File: src/rtl/sram_port_arbiter_if.sv
// sram-like port bundle: req/addr_ok address phase, in-order data_ok.
// The master side drives the request fields; the slave side answers.
interface sram_port_arbiter_if;
    logic        req;
    logic        wr;
    logic [1:0]  size;
    logic [3:0]  wstrb;
    logic [31:0] addr;
    logic [31:0] wdata;
    logic        addr_ok;
    logic        data_ok;
    logic [31:0] rdata;

    modport master (
        output req, wr, size, wstrb, addr, wdata,
        input  addr_ok, data_ok, rdata
    );

    modport slave (
        input  req, wr, size, wstrb, addr, wdata,
        output addr_ok, data_ok, rdata
    );
endinterface

File: src/rtl/sram_port_arbiter.sv
// Shares one sram-like slave port between the inst and data requesters.
// An owner FIFO remembers who issued each in-order outstanding access.
module sram_port_arbiter #(
    parameter int OUTSTANDING     = 4,
    parameter int MAX_DATA_STREAK = 4
) (
    input  logic                  clk,
    input  logic                  rst_n,
    sram_port_arbiter_if.slave    inst,
    sram_port_arbiter_if.slave    data,
    sram_port_arbiter_if.master   s,
    output logic                  err_unexp
);
    localparam int PW = $clog2(OUTSTANDING);
    localparam int CW = PW + 1;
    localparam int SW = $clog2(MAX_DATA_STREAK + 1);

    logic [OUTSTANDING-1:0] r_owner;
    logic [PW-1:0]          r_wptr;
    logic [PW-1:0]          r_rptr;
    logic [CW-1:0]          r_cnt;
    logic                   r_lock;
    logic                   r_lock_own;
    logic [SW-1:0]          r_streak;
    logic                   r_err;

    logic w_gnt_d;
    logic w_sel_req;
    logic w_full;
    logic w_empty;
    logic w_s_req;
    logic w_hs;
    logic w_hs_i;
    logic w_hs_d;
    logic w_pop;
    logic w_head;
    logic w_streak_max;

    assign w_full       = (r_cnt == CW'(OUTSTANDING));
    assign w_empty      = (r_cnt == '0);
    assign w_streak_max = (r_streak == SW'(MAX_DATA_STREAK));

    // Grant: a stalled owner keeps the port, else data first unless inst starves.
    always_comb begin
        w_gnt_d = 1'b0;
        if (r_lock)
            w_gnt_d = r_lock_own;
        else if (inst.req && w_streak_max)
            w_gnt_d = 1'b0;
        else
            w_gnt_d = data.req;
    end

    assign w_sel_req = w_gnt_d ? data.req : inst.req;
    assign w_s_req   = rst_n & w_sel_req & ~w_full;
    assign w_hs      = w_s_req & s.addr_ok;
    assign w_hs_i    = w_hs & ~w_gnt_d;
    assign w_hs_d    = w_hs & w_gnt_d;
    assign w_pop     = rst_n & s.data_ok & ~w_empty;
    assign w_head    = r_owner[r_rptr];

    assign s.req   = w_s_req;
    assign s.wr    = rst_n & (w_gnt_d ? data.wr : inst.wr);
    assign s.size  = {2{rst_n}} & (w_gnt_d ? data.size : inst.size);
    assign s.wstrb = {4{rst_n}} & (w_gnt_d ? data.wstrb : inst.wstrb);
    assign s.addr  = {32{rst_n}} & (w_gnt_d ? data.addr : inst.addr);
    assign s.wdata = {32{rst_n}} & (w_gnt_d ? data.wdata : inst.wdata);

    assign inst.addr_ok = w_hs_i;
    assign data.addr_ok = w_hs_d;
    assign inst.data_ok = w_pop & ~w_head;
    assign data.data_ok = w_pop & w_head;
    assign inst.rdata   = {32{rst_n}} & s.rdata;
    assign data.rdata   = {32{rst_n}} & s.rdata;
    assign err_unexp    = rst_n & r_err;

    // Owner FIFO: push on accepted address, pop on each in-order response.
    always_ff @(posedge clk) begin
        if (!rst_n) begin
            r_owner <= '0;
            r_wptr  <= '0;
            r_rptr  <= '0;
            r_cnt   <= '0;
        end else begin
            if (w_hs) begin
                r_owner[r_wptr] <= w_gnt_d;
                r_wptr          <= r_wptr + PW'(1);
            end
            if (w_pop)
                r_rptr <= r_rptr + PW'(1);
            if (w_hs && !w_pop)
                r_cnt <= r_cnt + CW'(1);
            else if (!w_hs && w_pop)
                r_cnt <= r_cnt - CW'(1);
        end
    end

    // Lock holds the grant on a stalled owner until its address is taken.
    always_ff @(posedge clk) begin
        if (!rst_n) begin
            r_lock     <= 1'b0;
            r_lock_own <= 1'b0;
        end else if (w_s_req && !s.addr_ok) begin
            r_lock     <= 1'b1;
            r_lock_own <= w_gnt_d;
        end else if (w_hs || !w_sel_req) begin
            r_lock     <= 1'b0;
        end
    end

    // Count data grants taken while inst waits; saturate at the limit.
    always_ff @(posedge clk) begin
        if (!rst_n)
            r_streak <= '0;
        else if (!inst.req || w_hs_i)
            r_streak <= '0;
        else if (w_hs_d && !w_streak_max)
            r_streak <= r_streak + SW'(1);
    end

    // Sticky flag for a response that has no outstanding owner.
    always_ff @(posedge clk) begin
        if (!rst_n)
            r_err <= 1'b0;
        else if (s.data_ok && w_empty)
            r_err <= 1'b1;
    end
endmodule

File: src/flat_wrapper.sv
// flat-port wrapper written by rule: the top's interface ports become plain ports
module sram_port_arbiter_flat 
#(
    parameter int OUTSTANDING     = 4,
    parameter int MAX_DATA_STREAK = 4
)
  (clk, rst_n, err_unexp, inst_req, inst_wr, inst_size, inst_wstrb, inst_addr, inst_wdata, inst_addr_ok, inst_data_ok, inst_rdata, data_req, data_wr, data_size, data_wstrb, data_addr, data_wdata, data_addr_ok, data_data_ok, data_rdata, s_req, s_wr, s_size, s_wstrb, s_addr, s_wdata, s_addr_ok, s_data_ok, s_rdata);
  sram_port_arbiter_if inst_i ();
  sram_port_arbiter_if data_i ();
  sram_port_arbiter_if s_i ();
  input  logic clk;
  input  logic rst_n;
  output logic err_unexp;
  input wire logic [$bits(inst_i.req)-1:0] inst_req;
  input wire logic [$bits(inst_i.wr)-1:0] inst_wr;
  input wire logic [$bits(inst_i.size)-1:0] inst_size;
  input wire logic [$bits(inst_i.wstrb)-1:0] inst_wstrb;
  input wire logic [$bits(inst_i.addr)-1:0] inst_addr;
  input wire logic [$bits(inst_i.wdata)-1:0] inst_wdata;
  output wire logic [$bits(inst_i.addr_ok)-1:0] inst_addr_ok;
  output wire logic [$bits(inst_i.data_ok)-1:0] inst_data_ok;
  output wire logic [$bits(inst_i.rdata)-1:0] inst_rdata;
  input wire logic [$bits(data_i.req)-1:0] data_req;
  input wire logic [$bits(data_i.wr)-1:0] data_wr;
  input wire logic [$bits(data_i.size)-1:0] data_size;
  input wire logic [$bits(data_i.wstrb)-1:0] data_wstrb;
  input wire logic [$bits(data_i.addr)-1:0] data_addr;
  input wire logic [$bits(data_i.wdata)-1:0] data_wdata;
  output wire logic [$bits(data_i.addr_ok)-1:0] data_addr_ok;
  output wire logic [$bits(data_i.data_ok)-1:0] data_data_ok;
  output wire logic [$bits(data_i.rdata)-1:0] data_rdata;
  output wire logic [$bits(s_i.req)-1:0] s_req;
  output wire logic [$bits(s_i.wr)-1:0] s_wr;
  output wire logic [$bits(s_i.size)-1:0] s_size;
  output wire logic [$bits(s_i.wstrb)-1:0] s_wstrb;
  output wire logic [$bits(s_i.addr)-1:0] s_addr;
  output wire logic [$bits(s_i.wdata)-1:0] s_wdata;
  input wire logic [$bits(s_i.addr_ok)-1:0] s_addr_ok;
  input wire logic [$bits(s_i.data_ok)-1:0] s_data_ok;
  input wire logic [$bits(s_i.rdata)-1:0] s_rdata;
  assign inst_i.req = inst_req;
  assign inst_i.wr = inst_wr;
  assign inst_i.size = inst_size;
  assign inst_i.wstrb = inst_wstrb;
  assign inst_i.addr = inst_addr;
  assign inst_i.wdata = inst_wdata;
  assign inst_addr_ok = inst_i.addr_ok;
  assign inst_data_ok = inst_i.data_ok;
  assign inst_rdata = inst_i.rdata;
  assign data_i.req = data_req;
  assign data_i.wr = data_wr;
  assign data_i.size = data_size;
  assign data_i.wstrb = data_wstrb;
  assign data_i.addr = data_addr;
  assign data_i.wdata = data_wdata;
  assign data_addr_ok = data_i.addr_ok;
  assign data_data_ok = data_i.data_ok;
  assign data_rdata = data_i.rdata;
  assign s_req = s_i.req;
  assign s_wr = s_i.wr;
  assign s_size = s_i.size;
  assign s_wstrb = s_i.wstrb;
  assign s_addr = s_i.addr;
  assign s_wdata = s_i.wdata;
  assign s_i.addr_ok = s_addr_ok;
  assign s_i.data_ok = s_data_ok;
  assign s_i.rdata = s_rdata;
  sram_port_arbiter #(.OUTSTANDING(OUTSTANDING), .MAX_DATA_STREAK(MAX_DATA_STREAK)) u_core (.clk(clk), .rst_n(rst_n), .inst(inst_i), .data(data_i), .s(s_i), .err_unexp(err_unexp));
endmodule
File: config.mk
export PLATFORM = sky130hd
export DESIGN_NAME = sram_port_arbiter_flat
export DESIGN_NICKNAME = d
export VERILOG_FILES = /design/src/rtl/sram_port_arbiter_if.sv /design/src/rtl/sram_port_arbiter.sv /design/src/flat_wrapper.sv
export SDC_FILE = /design/constraint.sdc
export NUM_CORES = 1
export LEC_CHECK = 0
export ABC_AREA = 1
export ABC_CLOCK_PERIOD_IN_PS = 2800
export CORE_AREA = 5 5 123 125
export DETAILED_ROUTE_END_ITERATION = 10
export DIE_AREA = 0 0 128 130
export PLACE_DENSITY = 0.64
export SYNTH_ARGS = -nofsm -noshare
export SYNTH_HDL_FRONTEND = slang
export SYNTH_SLANG_ARGS = --single-unit
File: constraint.sdc
create_clock -name clk -period 2.8 [get_ports clk]
set_input_delay 0.56 -clock clk [delete_from_list [all_inputs] [get_ports clk]]
set_output_delay 0.56 -clock clk [all_outputs]
set_load 0.01 [all_outputs]
# After elaboration in Yosys (flattened, before gate mapping)
# Index checks and enable logic that the tools add are counted.
dict set report totals {
  regBits 17
  output_inout_bits 141
  wordCells 75
}
dict set report op_classes {
  addsub 5
  n_lt_le_gt_ge 3
  n_eq_ne 2
  mux 17
  n_bitwise 21
  n_reduce_logical 19
}
# operator count
set ops {}
lappend ops {{32-bit bitwise AND} 3}
lappend ops {{32-bit 2-to-1 mux} 2}
lappend ops {{1-bit bitwise AND} 11}
lappend ops {{1-bit 2-to-1 mux} 8}
lappend ops {{1-bit logical AND} 7}
lappend ops {{3-bit by 1-bit adder with 3-bit output (second input constant)} 2}
lappend ops {{3-bit equality test (second input constant)} 2}
lappend ops {{1-bit zero test} 6}
lappend ops {{2-bit by 3-bit < comparator with 1-bit output (second input constant)} 2}
lappend ops {{3-bit 2-to-1 mux} 2}
lappend ops {{1-bit NOT} 5}
lappend ops {{2-bit by 1-bit adder with 2-bit output (second input constant)} 2}
lappend ops {{4-bit bitwise AND} 1}
lappend ops {{4-bit bitwise mux} 1}
lappend ops {{4-bit 2-to-1 mux} 1}
lappend ops {{2-bit nonzero test} 2}
lappend ops {{3-bit zero test} 1}
lappend ops {{3-bit by 1-bit subtractor with 3-bit output (second input constant)} 1}
lappend ops {{2-bit bitwise AND} 1}
lappend ops {{1-bit binary-select mux with 2-bit select} 1}
lappend ops {{1-bit demux with 2-bit select} 1}
lappend ops {{2-bit by 1-bit greater-or-equal comparator with 1-bit output (second input constant)} 1}
lappend ops {{1-bit logical OR} 2}
lappend ops {{2-bit 2-to-1 mux} 1}
lappend ops {{2-bit OR reduction} 1}

# Longest topological paths before layout
dict set report depth {
  depth_word 12
  ltp_mapped 13
  mapped_depth_nobuf 13
}

# Worst setup path after synthesis
# No wires, ideal clock.
dict set report synth_timing {
  path_type {input port to flip-flop}
  start {in rst_n}
  end {reg u_core.r_cnt[2]}
  arrival_ps 2124
  required_time_ps 2730
  slack_ps 607
  path_stages 13
  path_buffers 1
  cell_sequence {buf_4 > inv_2 > nor2_4 > nand3_1 > nor2_4 > ha_1 > inv_1 > fa_1 > nor2_1 > nor2_1 > nand2_1 > o21ai_0 > a21oi_1}
}
dict set report synth_via {
  elab_chain_len 6
  word_cells_on_any_way 11
  cone_classes {mux (1); bitwise (5); reduce/logical (5)}
}
# item line_no
set synth_lines {}
lappend synth_lines {{start, declared} flat_wrapper.sv:12} ;# input logic rst_n;
lappend synth_lines {{1-bit bitwise AND (*) (2 in series)} sram_port_arbiter.sv:55} ;# assign w_s_req = rst_n & w_sel_req & ~w_full;
lappend synth_lines {{1-bit bitwise AND (*)} sram_port_arbiter.sv:56} ;# assign w_hs = w_s_req & s.addr_ok;
lappend synth_lines {{via u_core.w_hs} sram_port_arbiter.sv:32} ;# logic w_hs;
lappend synth_lines {{1-bit zero test} sram_port_arbiter.sv:93} ;# else if (!w_hs && w_pop)
lappend synth_lines {{1-bit logical AND} sram_port_arbiter.sv:93}
lappend synth_lines {{2-bit nonzero test (no source line)} -}
lappend synth_lines {{end signal, assigned} sram_port_arbiter.sv:92} ;# r_cnt <= r_cnt + CW'(1);
lappend synth_lines {{end signal, assigned} sram_port_arbiter.sv:94} ;# r_cnt <= r_cnt - CW'(1);
lappend synth_lines {{end, declared} sram_port_arbiter.sv:21} ;# logic [CW-1:0] r_cnt;
# The timed path passes the listed nets; every way through them passes the cells marked *.
# A chain may end at the register's enable or synchronous reset.

# Final worst setup path
dict set report layout_timing {
  start {in data_req}
  end {out s_addr[10]}
}
dict set report layout_via {
  elab_chain_len 4
}
# item line_no
set layout_lines {}
lappend layout_lines {{start, declared} flat_wrapper.sv:23} ;# input wire logic [$bits(data_i.req)-1:0] data_req;
lappend layout_lines {{1-bit 2-to-1 mux} sram_port_arbiter.sv:48} ;# else if (inst.req && w_streak_max)
lappend layout_lines {{1-bit 2-to-1 mux} sram_port_arbiter.sv:46} ;# if (r_lock)
lappend layout_lines {{32-bit 2-to-1 mux} sram_port_arbiter.sv:66} ;# assign s.addr = {32{rst_n}} & (w_gnt_d ? data.addr : inst.addr);
lappend layout_lines {{32-bit bitwise AND} sram_port_arbiter.sv:66}
lappend layout_lines {{end, declared} flat_wrapper.sv:36} ;# output wire logic [$bits(s_i.addr)-1:0] s_addr;
# No other way between the ends.

==> flow_metrics.tcl <==
set metrics [dict create \
    clk_root_buffer_cell "clkbuf_16" \
    layout-area-overhead-vs-synth_pct 131 \
    wl_per_cell_um 14.3 \
    rsz0062_at_grt "yes" \
    crit_fanout 11 \
    insertion_delay_ns 0.25 \
    ant_nets 0 \
    finalCritPeriodShare 0.970 \
    setup_viol 0 \
    ys_warn_count 0 \
    p_leak_uw 0.00266 \
    powerDensity_mw_per_mm2 283 \
    cts_setup_buffers 0 \
    syn_avg_cell_area_um2 5.35 \
    hold_path_end "u_core.r_err$_SDFFE_PN0P_" \
    slew_viol_final 0 \
    path_class "input port to output pin" \
    status "completed" \
    syn_nets 651 \
    htree_num_levels 1 \
    grt_usage 0.146 \
    synth.ff_latch_count 17 \
    clock-sinks 17 \
    hold_buffers 0 \
    numCtsBuffers 3 \
    max_stage_delay_ns 0.47 \
    hold_viol 0 \
    ios 321 \
    mostFrequentLayoutCell "clkdlybuf4s50_1" \
    max_freq_mhz 368 \
    min_from "u_core.r_err$_SDFFE_PN0P_" \
    rows 43 \
    startpoint_type "input port" \
    layout_common_cells "245 x clkdlybuf4s50_1, 141 x nor2_1, 57 x nand2_1" \
    rrSetupSlack_ns 0.73 \
    chipWidth_um 128 \
    worstPathCellList "clkdlybuf4s50_1, inv_1, nor2_2, o21ai_2, nand2_2, inv_2, buf_12, buf_12, nor2_1, nor2_1, dlygate4sd2_1" \
    drt_first_pass_iters 4 \
    dieArea_mm2 0.0166 \
    die_y_um 130 \
    grt_overflow 0 \
    grt_pass1_wl_um 19700 \
    drcViolationCount 0 \
    ys_types 24 \
    final_cells 940 \
    drt-initial-drc-count 142 \
    yosysSeqAreaShare 0.138 \
    maxCapViolCount 0 \
    grt_pass1_vias 3811 \
    place_inst 936 \
    worst_pin_slew_ns 0.251 \
    cts_tree "built" \
    vias_per_cell 4.09 \
    fin_worst_skew_ns 0.00169 \
    gp_congestion 0.892 \
    netlist_area_mm2 0.00247 \
    r2r-start "u_core.r_cnt[1]$_SDFFE_PN0P_" \
    cts_buffer_depth 2 \
    wl_um 13400 \
    worstPathRequired_ns 2.24 \
    dpl.hpwl_um 11600 \
    ff2ff_path_depth 13 \
    start_util 0.180 \
    drive_gt1_frac 0.153 \
    hold_path.class "register to register" \
    coreArea_mm2 0.0138 \
    port-buffer-count 320 \
    path_clk_slew_ns 0.05 \
    vias 3848 \
    nets 949 \
    syn_inst 463 \
    n_antenna_cell 0 \
    rr_endpoint "u_core.r_cnt[2]$_SDFFE_PN0P_" \
    hold_depth 2 \
    slew-limit-headroom 0.833 \
    grt_start_max_net_pins 63 \
    grt_antenna_before_repair 0 \
    cp.arrival_ns 2.16 \
    p_total_uw 1620 \
    crit_buf_inv 6 \
    ir_drop_mv 0.198 \
    worstSetupEndpointType "output pin" \
    slowest_stage "clkdlybuf4s50_1" \
    fin_crit_ns 2.72 \
    cp_top_family "buffers and inverters" \
]
## area by class of cell
type,instances,area (um2)
Multi-Input combinational cell,331,1560
Inverter,55,206
Fill cell,1502,8060
Timing Repair Buffer,353,3300
Clock buffer,4,78.8
Tap cell,180,225
Sequential cell,17,340
## registers in the layout (all words and copies together), names as in the netlist
signal,count
u_core.r_lock_own,1
u_core.r_wptr,2
u_core.r_owner,4
u_core.r_cnt,3
u_core.r_err,1
u_core.r_rptr,2
u_core.r_lock,1
u_core.r_streak,3
## worst min-delay path, cell delays in order (launching register included)
cell,delay (ns)
dfxtp_1,0.30
nand2_1,0.06
nand2_1,0.06
## worst max path at each step
stage / end / slack [ns] / depth (start not counted) / startpoint
2_1_floorplan: u_core.r_cnt[2]$_SDFFE_PN0P_ / 0.61 / 13 / rst_n
3_3_place_gp: s_wstrb[1] / -0.26 / 10 / inst_req
3_5_place_dp: s_wdata[0] / -0.26 / 10 / inst_req
4_1_cts: s_addr[3] / 0.005 / 9 / inst_req
5_1_grt: s_addr[15] / -0.03 / 10 / inst_req
6_report: s_addr[10] / 0.08 / 11 / data_req
## synth_stat cells
cell type | n | area (um2)
nand2_2 | 3 | 18.8
xor2_1 | 1 | 8.76
nor2_1 | 150 | 563
buf_6 | 8 | 90.1
o21ai_2 | 1 | 8.76
o211ai_2 | 1 | 12.5
a32oi_1 | 1 | 8.76
nor2_2 | 1 | 6.26
nor2_4 | 3 | 33.8
nor3_1 | 1 | 5.00
buf_1 | 1 | 3.75
buf_4 | 33 | 248
ha_1 | 7 | 87.6
o21ai_0 | 78 | 390
a21oi_1 | 16 | 80.1
inv_1 | 53 | 199
nand3_1 | 8 | 40.0
nand4_2 | 1 | 12.5
o2111ai_1 | 1 | 8.76
dfxtp_1 | 17 | 340
inv_2 | 2 | 7.51
fa_1 | 1 | 20.0
nand2_1 | 57 | 214
clkbuf_1 | 18 | 67.6
## routing by layer
metal	track usage	part of all wire
met5	0	0
met4	0.0262	0.016
met3	0.0491	0.11
met2	0.268	0.47
met1	0.166	0.40
## logic make-up after synthesis
logic type               Yosys count  share of synthesized area
XOR/XNOR                           1                    0.00354
AO/OA/AOI/OAI                     98                      0.206
flip-flops                        17                      0.138
adder cells (fa/ha/maj)            8                     0.0435
buffers and inverters            115                      0.249
AND/OR/NAND/NOR                  224                      0.361
## power breakdown
part / total [uW] / internal (uW) / switching (uW)
clock: 285 / 193 / 91.6
combinational: 1050 / 581 / 469
sequential: 282 / 264 / 18.2
## through the flow
step           area (um2)  hold slack [ns]  worst slack, ns   util  setup TNS (ns)
2_1_floorplan        2470            0.417            0.607      -               0
3_3_place_gp         5870            0.431           -0.258  0.427          -14.51
3_5_place_dp         5870            0.437           -0.260  0.427          -14.81
4_1_cts              5870            0.450          0.00503  0.426               0
5_1_grt              5710            0.462          -0.0307  0.415         -0.0379
6_report             5710            0.446           0.0842  0.415               0
## repair_timing
item	4_1_cts	5_1_grt
pin swaps	0	1
gates resized for setup	77	151
setup endpoints to repair	74	71
No activity file was read; power rests on OpenSTA's default activity.
